### src/rtl/div_sequencer_pkg.sv
// Shared definitions for the divide sequencer: FSM encodings, HILO packing
// positions and the zero-divisor fast-path constant.
package div_sequencer_pkg;

  localparam logic [1:0] ST_IDLE = 2'd0;
  localparam logic [1:0] ST_BUSY = 2'd1;
  localparam logic [1:0] ST_DONE = 2'd2;

  localparam int HI_MSB = 63;
  localparam int HI_LSB = 32;
  localparam int LO_MSB = 31;
  localparam int LO_LSB = 0;

  localparam logic [31:0] ZERO_FAST_LO = 32'hFFFF_FFFF;

  function automatic logic [63:0] pack_hilo(input logic [31:0] hi, input logic [31:0] lo);
    logic [63:0] packed_val;
    packed_val                 = '0;
    packed_val[HI_MSB:HI_LSB]  = hi;
    packed_val[LO_MSB:LO_LSB]  = lo;
    return packed_val;
  endfunction

endpackage

### src/rtl/div_sequencer_watchdog.sv
// div_watchdog: clearable up-counter whose terminal-count flag rises in the
// TIMEOUT_CYCLES-th enabled cycle after a clear. TIMEOUT_CYCLES = 0 disables it.
module div_watchdog #(
  parameter int unsigned TIMEOUT_CYCLES = 64
) (
  input  logic clk,
  input  logic rst,
  input  logic clr,
  input  logic en,
  output logic tc
);

  generate
    if (TIMEOUT_CYCLES == 0) begin : g_off
      assign tc = 1'b0;
    end else begin : g_on
      localparam int CW = (TIMEOUT_CYCLES > 1) ? $clog2(TIMEOUT_CYCLES) : 1;
      localparam logic [CW-1:0] TC_VALUE = CW'(TIMEOUT_CYCLES - 1);

      logic [CW-1:0] count_reg;

      always_ff @(posedge clk) begin
        if (rst || clr) begin
          count_reg <= '0;
        end else if (en && !tc) begin
          count_reg <= count_reg + 1'b1;
        end
      end

      // Count holds the number of enabled cycles already elapsed, so the
      // flag lands in the TIMEOUT_CYCLES-th one.
      assign tc = en && (count_reg == TC_VALUE);
    end
  endgenerate

endmodule

### src/rtl/div_sequencer.sv
// Execute-stage controller for the multi-cycle divider: start/annul handshake,
// pipeline stall, HILO write-back, flush and watchdog. Optional macro
// DIV_SEQ_ZERO_FAST_EN resolves zero divisors without starting the divider.
module div_sequencer
  import div_sequencer_pkg::*;
#(
  parameter int unsigned TIMEOUT_CYCLES = 64
) (
  input  logic        clk,
  input  logic        rst,
  input  logic        op_valid_i,
  input  logic        op_signed_i,
  input  logic [31:0] op_a_i,
  input  logic [31:0] op_b_i,
  input  logic        flush_i,
  input  logic        ex_ready_i,
  output logic        div_start_o,
  output logic        div_signed_o,
  output logic [31:0] div_a_o,
  output logic [31:0] div_b_o,
  output logic        div_annul_o,
  input  logic [63:0] div_result_i,
  input  logic        div_ready_i,
  output logic        stall_o,
  output logic        hilo_we_o,
  output logic [63:0] hilo_wdata_o,
  output logic        timeout_o
);

  logic [1:0]  state_reg, state_next;
  logic [31:0] a_reg, b_reg;
  logic        signed_reg;
  logic [63:0] result_reg;

  logic is_idle, is_busy, is_done;
  logic accept, zero_fast, capture, annul, wd_tc;

  div_watchdog #(
    .TIMEOUT_CYCLES(TIMEOUT_CYCLES)
  ) u_watchdog (
    .clk (clk),
    .rst (rst),
    .clr (!is_busy),
    .en  (is_busy),
    .tc  (wd_tc)
  );

  always_comb begin
    is_idle = (state_reg == ST_IDLE);
    is_busy = (state_reg == ST_BUSY);
    is_done = (state_reg == ST_DONE);
    accept  = is_idle && op_valid_i && !flush_i;
`ifdef DIV_SEQ_ZERO_FAST_EN
    zero_fast = accept && (op_b_i == 32'd0);
`else
    zero_fast = 1'b0;
`endif
    // Flush outranks the watchdog, which outranks a divider result.
    annul   = is_busy && (flush_i || wd_tc);
    capture = is_busy && !annul && div_ready_i;
  end

  always_comb begin
    state_next = state_reg;
    case (state_reg)
      ST_IDLE: if (accept) state_next = zero_fast ? ST_DONE : ST_BUSY;
      ST_BUSY: begin
        if (annul)        state_next = ST_IDLE;
        else if (capture) state_next = ST_DONE;
      end
      ST_DONE: if (ex_ready_i || flush_i) state_next = ST_IDLE;
      default: state_next = ST_IDLE;
    endcase
  end

  always_ff @(posedge clk) begin
    if (rst) begin
      state_reg  <= ST_IDLE;
      a_reg      <= '0;
      b_reg      <= '0;
      signed_reg <= 1'b0;
      result_reg <= '0;
    end else begin
      state_reg <= state_next;
      if (accept) begin
        a_reg      <= op_a_i;
        b_reg      <= op_b_i;
        signed_reg <= op_signed_i;
      end
      if (capture) begin
        result_reg <= div_result_i;
      end else if (zero_fast) begin
        result_reg <= pack_hilo(op_a_i, ZERO_FAST_LO);
      end
    end
  end

  assign div_start_o  = is_busy && !annul;
  assign div_signed_o = signed_reg;
  assign div_a_o      = a_reg;
  assign div_b_o      = b_reg;
  assign div_annul_o  = annul;
  assign timeout_o    = is_busy && !flush_i && wd_tc;
  assign stall_o      = accept || is_busy;
  // DONE holds the result until EX advances; the held op_valid_i is ignored here.
  assign hilo_we_o    = is_done && ex_ready_i && !flush_i;
  assign hilo_wdata_o = result_reg;

endmodule
### config.mk
export PLATFORM = sky130hd
export DESIGN_NAME = div_sequencer
export DESIGN_NICKNAME = d
export VERILOG_FILES = /design/src/rtl/div_sequencer_pkg.sv /design/src/rtl/div_sequencer_watchdog.sv /design/src/rtl/div_sequencer.sv
export SDC_FILE = /design/constraint.sdc
export NUM_CORES = 1
export LEC_CHECK = 0
export CORE_UTILIZATION = 44
export DETAILED_ROUTE_END_ITERATION = 12
export PLACE_DENSITY = 0.95
export SYNTH_ARGS = -nofsm -noshare
export SYNTH_HDL_FRONTEND = slang
export SYNTH_SLANG_ARGS = --single-unit
### constraint.sdc
create_clock -name clk -period 4.6 [get_ports clk]
set_input_delay 0.69 -clock clk [delete_from_list [all_inputs] [get_ports clk]]
set_output_delay 0.69 -clock clk [all_outputs]
set_load 0.01 [all_outputs]
---- After elaboration in Yosys (flattened, before gate mapping) ----
Index checks and enable logic that the tools add are counted.
cells by class
  eq/ne operators ......................... 6
  add/sub/neg operators ................... 1
  muxes and demuxes ....................... 5
  reductions and logical operators ........ 21
operator list
  cell                   number
  $logic_and A1 B1 Y1    11
  $mux W2                4
  $add A6 B1 Y6 const B  1
  $eq A6 B6 Y1 const B   1
  $pmux W2 S3            1
  $logic_not A1 Y1       4
  $logic_or A1 B1 Y1     4
  $ne A2 B1 Y1 const B   2
  $ne A3 B1 Y1 const B   1
  $reduce_and A3 Y1      1
  $eq A2 B1 Y1 const B   1
  $eq A2 B2 Y1 const B   1
  $logic_not A2 Y1       1
storage, ports and cells
  logic and storage cells ................. 39
  input bits .............................. 135
  output and inout port bits .............. 134
  register bits ........................... 137

---- Depth between registers and ports, before layout ----
Gate-level depths: netlist of the first run.
  word-level depth ........................ 10
  gate-level depth with buffers ........... 7
  mapped depth without buffers ............ 4

---- Hierarchy ----
Synthesis of the first run repeated with hierarchy kept, for this count alone.
unflattened totals
  cell total of the unflattened synthesis .. 614
  area total of the unflattened synthesis .. 5552.8 um^2
by module, submodules not included
  module         seq. area each (um^2)  times used  area each (um^2)  cells each
  div_sequencer  2622.5                 1           5251.3            581
  div_watchdog   120.1                  1           301.5             33

---- Worst setup path after synthesis of the first run ----
Ideal clock, no wire load.
  path type ............................... input to output
  from .................................... input port flush_i
  to ...................................... output port stall_o
  path buffers ............................ 2
  stages .................................. 4
  slack ................................... 2.367 ns
  data required time ...................... 3.910 ns
  data arrival time ....................... 1.543 ns
  path through ............................ or4b_1 > clkbuf_1 > buf_2 > nand2b_1
between the ends
  cells in the longest elaborated chain, start to end .. 3
RTL lines
  what                 RTL line              source
  from (decl)          div_sequencer.sv:15   input logic flush_i,
  $logic_not A1 Y1     div_sequencer.sv:52   accept = is_idle && op_valid_i && !flush_i;
  $logic_and A1 B1 Y1  div_sequencer.sv:52
  $logic_or A1 B1 Y1   div_sequencer.sv:104  assign stall_o = accept || is_busy;
  to (decl)            div_sequencer.sv:24   output logic stall_o,
No other way between the ends.

---- Final worst setup path of the first run ----
Same ends and word-level chain as after synthesis.

==> results of run 1 <==
==> critical path, cell delays in order <==
cell	delay [ns]
clkdlybuf4s50_1	0.54
or4b_2	0.67
nand2b_1	0.09
clkdlybuf4s50_1	0.53
==> metal layers <==
metal / GRT usage [%] / wire [µm] / part of all wire, % / vias up
li1: - / - / - / 2473
met1: 25.9 / 6210 / 37 / 2435
met2: 44.2 / 8240 / 50 / 232
met3: 11.3 / 1780 / 11 / 28
met4: 9.87 / 374 / 2.3 / 0
met5: 0 / 0 / 0 / -
==> power groups by stage <==
stage | clock network (µW) | registers [µW] | logic [µW]
after global routing | 1540 | 1250 | 366
final | 1470 | 1240 | 343
after CTS | 1490 | 1240 | 344
after detailed placement | 0 | 1270 | 339
after floorplan | 0 | 1280 | 116
after global placement | 0 | 1260 | 333
==> cell usage in the layout (no fill, tap or decap), drive strengths merged, types with 3 or more instances in the layout <==
master	netlist	layout
clkdlybuf4s50	0	267
dfxtp	137	137
nand2	132	132
nand2b	130	130
a21oi	67	67
mux2i	64	64
clkbuf	32	19
bufinv	0	5
clkinv	0	5
buf	13	5
nor2	4	4
and3	3	3
nor3	3	3
o21ai	3	3
clkinvlp	0	3
==> final cells by class <==
cell class / instances / area [µm²] / share of cell area (%)
Clock buffer: 19 / 433 / 4.89
Multi-Input combinational cell: 427 / 2540 / 28.6
Clock inverter: 13 / 201 / 2.28
Sequential cell: 137 / 2740 / 31.0
Timing Repair Buffer: 272 / 2720 / 30.8
Inverter: 2 / 7.51 / 0.0848
Tap cell: 168 / 210 / 2.37
==> per-stage QoR <==
step                      hold WS, ns  std cells
after floorplan                 0.453        611
after global placement          0.441       1006
after detailed placement        0.445       1006
after CTS                       0.454       1038
after global routing            0.473       1038
final                           0.452       1038
==> kinds of logic after synthesis <==
kind of cell	share of synthesized area, %
AO/OA/AOI/OAI	7.83
AND/OR/NAND/NOR	26.0
buffers and inverters	4.90
flip-flops	49.5
adder cells (fa/ha/maj)	0.226
multiplexers	11.6
==> final timing paths <==
check,to,slack (ns),depth (start not counted)
worst max register to register,hilo_wdata_o[21],2.53,4
worst min-delay path,div_a_o[8],0.45,2
worst max-delay path,stall_o,1.39,4
worst min register to register,div_a_o[8],0.45,2
==> impl_metrics.xml, run 1 <==
<?xml version="1.0" encoding="UTF-8"?>
<metrics>
  <group name="detailed_routing">
    <metric name="drt_pre_antenna_iters" unit="">5</metric>
    <metric name="drc" unit="">0</metric>
    <metric name="final_ant_viol_nets" unit="">0</metric>
    <metric name="drt_first_iter_violations" unit="">265</metric>
    <metric name="detail_route.wl_per_cell" unit="µm">16.0</metric>
    <metric name="post_drt_via_cell_ratio" unit="">4.98</metric>
    <metric name="detailroute.via_count" unit="">5168</metric>
    <metric name="drt_wl_total" unit="µm">16600</metric>
  </group>
  <group name="clock_network">
    <metric name="cts_post_setup_buffers_inserted" unit="">0</metric>
    <metric name="cts_root_buf" unit="">clkbuf_16</metric>
    <metric name="post_cts_resize_count" unit="">0</metric>
    <metric name="number_of_sinks_on_the_clock_net" unit="">137</metric>
    <metric name="hold_buffers" unit="">0</metric>
    <metric name="clock_latency_of_the_later_clocked_register_in_the_worst_skew_pair" unit="ns">0.42</metric>
    <metric name="tritoncts_clock_tree" unit="">yes</metric>
    <metric name="tritoncts.num_buffers" unit="">17</metric>
    <metric name="cts-htree-levels" unit="">4</metric>
    <metric name="ctsLongestPathBuffers" unit="">2</metric>
    <metric name="clk_transition_reported_paths" unit="ns">0.06</metric>
  </group>
  <group name="synth">
    <metric name="synth_top_area_cell" unit="">dfxtp_1</metric>
    <metric name="dominantRegCellSynth" unit="">dfxtp_1</metric>
    <metric name="synthTopCellsByArea" unit="">dfxtp_1 49%, nand2b_1 15%, mux2i_1 12%</metric>
    <metric name="syn-num-nets" unit="">747</metric>
    <metric name="post-synth-top-count-cell" unit="">dfxtp_1</metric>
    <metric name="yosys_register_bits" unit="">137</metric>
    <metric name="yosys_warnings" unit="">0</metric>
    <metric name="synth_commonest_cells" unit="">137 x dfxtp_1, 132 x nand2_1, 130 x nand2b_1, 67 x a21oi_1, 64 x mux2i_1</metric>
    <metric name="postSynth.asyncResetShare" unit="%">0</metric>
    <metric name="yosysTopAreaCellShare" unit="%">49.5</metric>
    <metric name="synth_cell_type_count" unit="">34</metric>
    <metric name="post_synthesis_cell_count" unit="">611</metric>
    <metric name="synth.yosys.seq_area_share" unit="%">49.5</metric>
    <metric name="synthesis.area" unit="mm²">0.00554</metric>
    <metric name="edff_count_synth" unit="">0</metric>
    <metric name="avgSynthCellArea" unit="µm²">9.07</metric>
  </group>
  <group name="run">
    <metric name="drv.max_cap_violation_count" unit="">0</metric>
  </group>
  <group name="worst_setup_path">
    <metric name="start_kind" unit="">input pin</metric>
    <metric name="regToRegStartpoint" unit="">state_reg[0]</metric>
    <metric name="critPathLaunch" unit="">flush_i</metric>
    <metric name="worst_setup_path_end_kind" unit="">output port</metric>
    <metric name="crit_fanout" unit="">6</metric>
    <metric name="critPathKind" unit="">in -&gt; out</metric>
    <metric name="required" unit="ns">3.91</metric>
    <metric name="crit_arrival" unit="ns">2.52</metric>
  </group>
  <group name="place">
    <metric name="detailed_place_hpwl" unit="µm">10900</metric>
    <metric name="place_congestion" unit="">0.777</metric>
    <metric name="pre_cts_slack" unit="ns">1.40</metric>
    <metric name="buffer_ports.inserted" unit="">268</metric>
    <metric name="postPlaceCellArea" unit="mm²">0.00822</metric>
  </group>
  <group name="sta">
    <metric name="fin_setup_tns" unit="ns">0</metric>
    <metric name="timing_max_transition_violations_final" unit="">0</metric>
    <metric name="worstMarginPinSlew" unit="ns">1.11</metric>
    <metric name="rsz0062_at_grt" unit="">false</metric>
    <metric name="final.min_clock_period" unit="ns">3.21</metric>
    <metric name="finalClockSkew" unit="ns">0.0113</metric>
    <metric name="postLayoutSetupSlackWorst" unit="ns">1.39</metric>
    <metric name="fmaxAchievable" unit="GHz">0.311</metric>
    <metric name="final-setup-viol-count" unit="">0</metric>
    <metric name="slew_headroom" unit="%">25.9</metric>
    <metric name="finalHoldViolCount" unit="">0</metric>
    <metric name="period_share" unit="%">69.9</metric>
  </group>
  <group name="layout">
    <metric name="final_core_util" unit="%">72.8</metric>
    <metric name="layout.cell_area.non_filler" unit="mm²">0.00885</metric>
    <metric name="synthesis_to_finish_area_growth" unit="%">59.7</metric>
    <metric name="layout.filler_cells" unit="">825</metric>
    <metric name="num_antenna_cells" unit="">0</metric>
    <metric name="drive_above_1_share" unit="%">4.48</metric>
    <metric name="largest_register_ffs" unit="">64</metric>
    <metric name="finalNetCount" unit="">993</metric>
  </group>
  <group name="hold_path">
    <metric name="timing.hold.worst.class" unit="">reg -&gt; reg</metric>
    <metric name="worstHoldStart" unit="">div_a_o[8]</metric>
  </group>
  <group name="power_and_ir_drop">
    <metric name="intPower" unit="µW">2390</metric>
    <metric name="power.ir.vdd_worst" unit="V">0.000310</metric>
    <metric name="p_switching" unit="µW">669</metric>
    <metric name="power_density" unit="mW/mm²">346</metric>
    <metric name="power.clock.fraction" unit="%">48.2</metric>
    <metric name="p_sw_share" unit="%">21.9</metric>
    <metric name="total_leakage_power" unit="µW">0.00311</metric>
    <metric name="fin_total_pwr" unit="µW">3060</metric>
    <metric name="p_comb_share" unit="%">11.2</metric>
    <metric name="seq_power_share" unit="%">40.6</metric>
  </group>
  <group name="grt">
    <metric name="grt_pass1_vias" unit="">5048</metric>
    <metric name="wire_length_of_the_first_global_routing_pass" unit="µm">24900</metric>
    <metric name="grt.overflow.total" unit="">0</metric>
    <metric name="grt_antenna_before_repair" unit="">0</metric>
    <metric name="globalRouteTotalUtil" unit="%">25.1</metric>
    <metric name="grt_start_max_net_pins" unit="">154</metric>
  </group>
  <group name="floorplanning">
    <metric name="die_height" unit="µm">114</metric>
    <metric name="core_region_area" unit="mm²">0.0122</metric>
    <metric name="pin_count" unit="">269</metric>
    <metric name="number_of_rows_created_at_floorplan" unit="">40</metric>
    <metric name="dieArea" unit="mm²">0.0131</metric>
    <metric name="initial_core_util" unit="%">45.6</metric>
    <metric name="floorplan.die.width" unit="µm">114</metric>
  </group>
  <group name="outcome">
    <metric name="status" unit="">complete, no violations</metric>
  </group>
</metrics>
(Power assumes the default switching activity.)
==> run 2, diff against run 1 <==
--- a/config.mk
+++ b/config.mk
@@ -5,9 +5,9 @@
 export SDC_FILE = /design/constraint.sdc
 export NUM_CORES = 1
 export LEC_CHECK = 0
-export CORE_UTILIZATION = 44
+export CORE_UTILIZATION = 37
 export DETAILED_ROUTE_END_ITERATION = 12
-export PLACE_DENSITY = 0.95
+export PLACE_DENSITY = 0.86
 export SYNTH_ARGS = -nofsm -noshare
 export SYNTH_HDL_FRONTEND = slang
 export SYNTH_SLANG_ARGS = --single-unit
==> constraint.sdc (replaced) <==
create_clock -name clk -period 2.59 [get_ports clk]
set_input_delay 0.3885 -clock clk [delete_from_list [all_inputs] [get_ports clk]]
set_output_delay 0.3885 -clock clk [all_outputs]
set_load 0.01 [all_outputs]
==> run 2 against run 1 <==
Effect of this change:
- setup slack lost 1.3 ns
- clock-buffer cell count grew 2
- hold slack lost 0.0012 ns
- critical endpoint is now div_start_o
- largest cell class is now non-clock buffers
==> impl_metrics.xml, run 2 (synthesis gave the netlist of run 1 again) <==
<?xml version="1.0" encoding="UTF-8"?>
<metrics>
  <group name="worst_setup_path">
    <metric name="worstPathCellList" unit="">clkdlybuf4s50_1 &gt; buf_4 &gt; or3b_4 &gt; nor2_1 &gt; clkdlybuf4s50_1</metric>
    <metric name="path_buf_inv" unit="">3</metric>
    <metric name="critPathMostFrequentCell" unit="">clkdlybuf4s50_1</metric>
    <metric name="start_kind" unit="">input pin</metric>
    <metric name="critPathKind" unit="">in -&gt; out</metric>
    <metric name="critPathLaunch" unit="">flush_i</metric>
    <metric name="worst_setup_path_end_kind" unit="">output port</metric>
    <metric name="slowest_delay" unit="ns">0.56</metric>
    <metric name="crit_arrival" unit="ns">2.10</metric>
    <metric name="crit_fanout" unit="">5</metric>
    <metric name="cp_top_family" unit="">buffers and inverters</metric>
    <metric name="regToRegStartpoint" unit="">state_reg[0]</metric>
    <metric name="required" unit="ns">2.20</metric>
    <metric name="crit_path_top_delay_cell" unit="">clkdlybuf4s50_1</metric>
  </group>
  <group name="layout">
    <metric name="layout.cell_area.non_filler" unit="mm²">0.00894</metric>
    <metric name="largest_register_ffs" unit="">64</metric>
    <metric name="layout.filler_cells" unit="">1196</metric>
    <metric name="num_antenna_cells" unit="">0</metric>
    <metric name="finalNetCount" unit="">1000</metric>
    <metric name="layout.cells.most_common" unit="">clkdlybuf4s50_1</metric>
    <metric name="synthesis_to_finish_area_growth" unit="%">61.3</metric>
    <metric name="final_core_util" unit="%">61.3</metric>
    <metric name="layout.cells.most_common_list" unit="">266 x clkdlybuf4s50_1, 137 x dfxtp_1, 132 x nand2_1</metric>
    <metric name="ff_latch_area" unit="mm²">0.00274</metric>
    <metric name="drive_above_1_share" unit="%">5.37</metric>
    <metric name="footprint_of_the_multi_input_gates" unit="mm²">0.00254</metric>
  </group>
  <group name="floorplanning">
    <metric name="dieArea" unit="mm²">0.0155</metric>
    <metric name="core_region_area" unit="mm²">0.0146</metric>
    <metric name="pin_count" unit="">269</metric>
    <metric name="initial_core_util" unit="%">38.0</metric>
    <metric name="floorplan.die.width" unit="µm">124</metric>
    <metric name="number_of_rows_created_at_floorplan" unit="">44</metric>
    <metric name="die_height" unit="µm">124</metric>
  </group>
  <group name="hold_path">
    <metric name="worstHoldStart" unit="">div_a_o[29]</metric>
    <metric name="timing.hold.worst.class" unit="">reg -&gt; reg</metric>
  </group>
  <group name="sta">
    <metric name="fin_setup_tns" unit="ns">0</metric>
    <metric name="timing_max_transition_violations_final" unit="">0</metric>
    <metric name="fmaxAchievable" unit="GHz">0.403</metric>
    <metric name="hold_slack" unit="ns">0.451</metric>
    <metric name="final-setup-viol-count" unit="">0</metric>
    <metric name="final.min_clock_period" unit="ns">2.48</metric>
    <metric name="rsz0062_at_grt" unit="">false</metric>
    <metric name="period_share" unit="%">95.9</metric>
    <metric name="worstMarginPinSlew" unit="ns">0.679</metric>
    <metric name="finalHoldViolCount" unit="">0</metric>
    <metric name="finalClockSkew" unit="ns">0.00608</metric>
    <metric name="slew_headroom" unit="%">54.7</metric>
  </group>
  <group name="clock_network">
    <metric name="tritoncts_clock_tree" unit="">yes</metric>
    <metric name="cts_post_setup_buffers_inserted" unit="">0</metric>
    <metric name="clk_transition_reported_paths" unit="ns">0.06</metric>
    <metric name="ctsLongestPathBuffers" unit="">2</metric>
    <metric name="cts_root_buf" unit="">clkbuf_16</metric>
    <metric name="clock_latency_of_the_later_clocked_register_in_the_worst_skew_pair" unit="ns">0.41</metric>
    <metric name="cts-htree-levels" unit="">4</metric>
    <metric name="number_of_sinks_on_the_clock_net" unit="">137</metric>
    <metric name="tritoncts.num_buffers" unit="">17</metric>
  </group>
  <group name="grt">
    <metric name="grt.overflow.total" unit="">0</metric>
    <metric name="grt_start_max_net_pins" unit="">103</metric>
    <metric name="grt_antenna_before_repair" unit="">0</metric>
    <metric name="globalRouteTotalUtil" unit="%">19.2</metric>
    <metric name="wire_length_of_the_first_global_routing_pass" unit="µm">23800</metric>
    <metric name="grt_pass1_vias" unit="">4825</metric>
  </group>
  <group name="outcome">
    <metric name="status" unit="">complete, no violations</metric>
  </group>
  <group name="power_and_ir_drop">
    <metric name="power.ir.vdd_worst" unit="V">0.000419</metric>
    <metric name="total_leakage_power" unit="µW">0.00315</metric>
    <metric name="fin_total_pwr" unit="µW">5150</metric>
    <metric name="power_density" unit="mW/mm²">576</metric>
  </group>
  <group name="run">
    <metric name="drv.max_cap_violation_count" unit="">0</metric>
  </group>
  <group name="detailed_routing">
    <metric name="metal1_wirelength" unit="µm">6050</metric>
    <metric name="drc" unit="">0</metric>
    <metric name="drt_wl_total" unit="µm">14700</metric>
    <metric name="highest-signal-layer" unit="">met4</metric>
    <metric name="met3_length" unit="µm">1520</metric>
    <metric name="post_drt_via_cell_ratio" unit="">4.64</metric>
    <metric name="routed-wl-met2" unit="µm">6880</metric>
    <metric name="detail_route.wl_per_cell" unit="µm">13.9</metric>
    <metric name="drt_pre_antenna_iters" unit="">4</metric>
    <metric name="detailroute.via_count" unit="">4909</metric>
    <metric name="drt_first_iter_violations" unit="">162</metric>
    <metric name="final_ant_viol_nets" unit="">0</metric>
  </group>
  <group name="place">
    <metric name="place_congestion" unit="">0.760</metric>
    <metric name="postPlaceCellArea" unit="mm²">0.00837</metric>
    <metric name="buffer_ports.inserted" unit="">268</metric>
    <metric name="detailed_place_hpwl" unit="µm">10300</metric>
  </group>
</metrics>
-- run 2: worst paths after layout --
path | endpoint | slack [ns] | cells past startpoint
setup reg to reg | hilo_wdata_o[22] | 0.70 | 5
hold reg to reg | div_a_o[29] | 0.45 | 2
hold / removal | div_a_o[29] | 0.45 | 2
setup / recovery | div_start_o | 0.11 | 5
-- run 2: tightest hold or removal path: cells and delay by family (launching register included) --
kind               cells  cell delay, ns
DFF                    1            0.31
AOI/OAI and AO/OA      1            0.05
and+or+nand+nor        1            0.05
-- run 2: metrics by stage --
stage / setup WS, ns / instances
after floorplan: 0.889 / 611
after global routing: 0.0152 / 1059
after global placement: 0.0903 / 1029
after CTS: 0.0636 / 1059
after detailed placement: 0.0964 / 1029
final: 0.106 / 1059
-- run 2: timing repair --
action / in CTS / in global routing
endpoints found under the hold margin: 0 / 0
setup endpoints to repair: 1 / 1
pin swaps: 0 / 0
gates cloned: 0 / 0
hold buffers: 0 / 0
resized for setup: 1 / 1
-- run 2: cell type report --
class | count | area share, %
repair buffers | 279 | 31.9
flip-flops and latches | 137 | 30.7
multi-input cells | 427 | 28.4
clock buffers | 21 | 5.37
well taps | 184 | 2.57
clock inverters | 9 | 1.04
inverters | 2 | 0.0839
-- run 2: power by group --
part           switching, µW  leakage [µW]  internal (µW)
logic                    228       0.00176            381
clock network            919      0.000274           1420
registers               32.5       0.00111           2170
-- run 2: metal layers --
metal | track usage (%) | vias to the layer above
li1 | - | 2486
met1 | 21.2 | 2211
met3 | 9.32 | 21
met4 | 7.51 | 0
met5 | 0 | -
met2 | 31.7 | 191
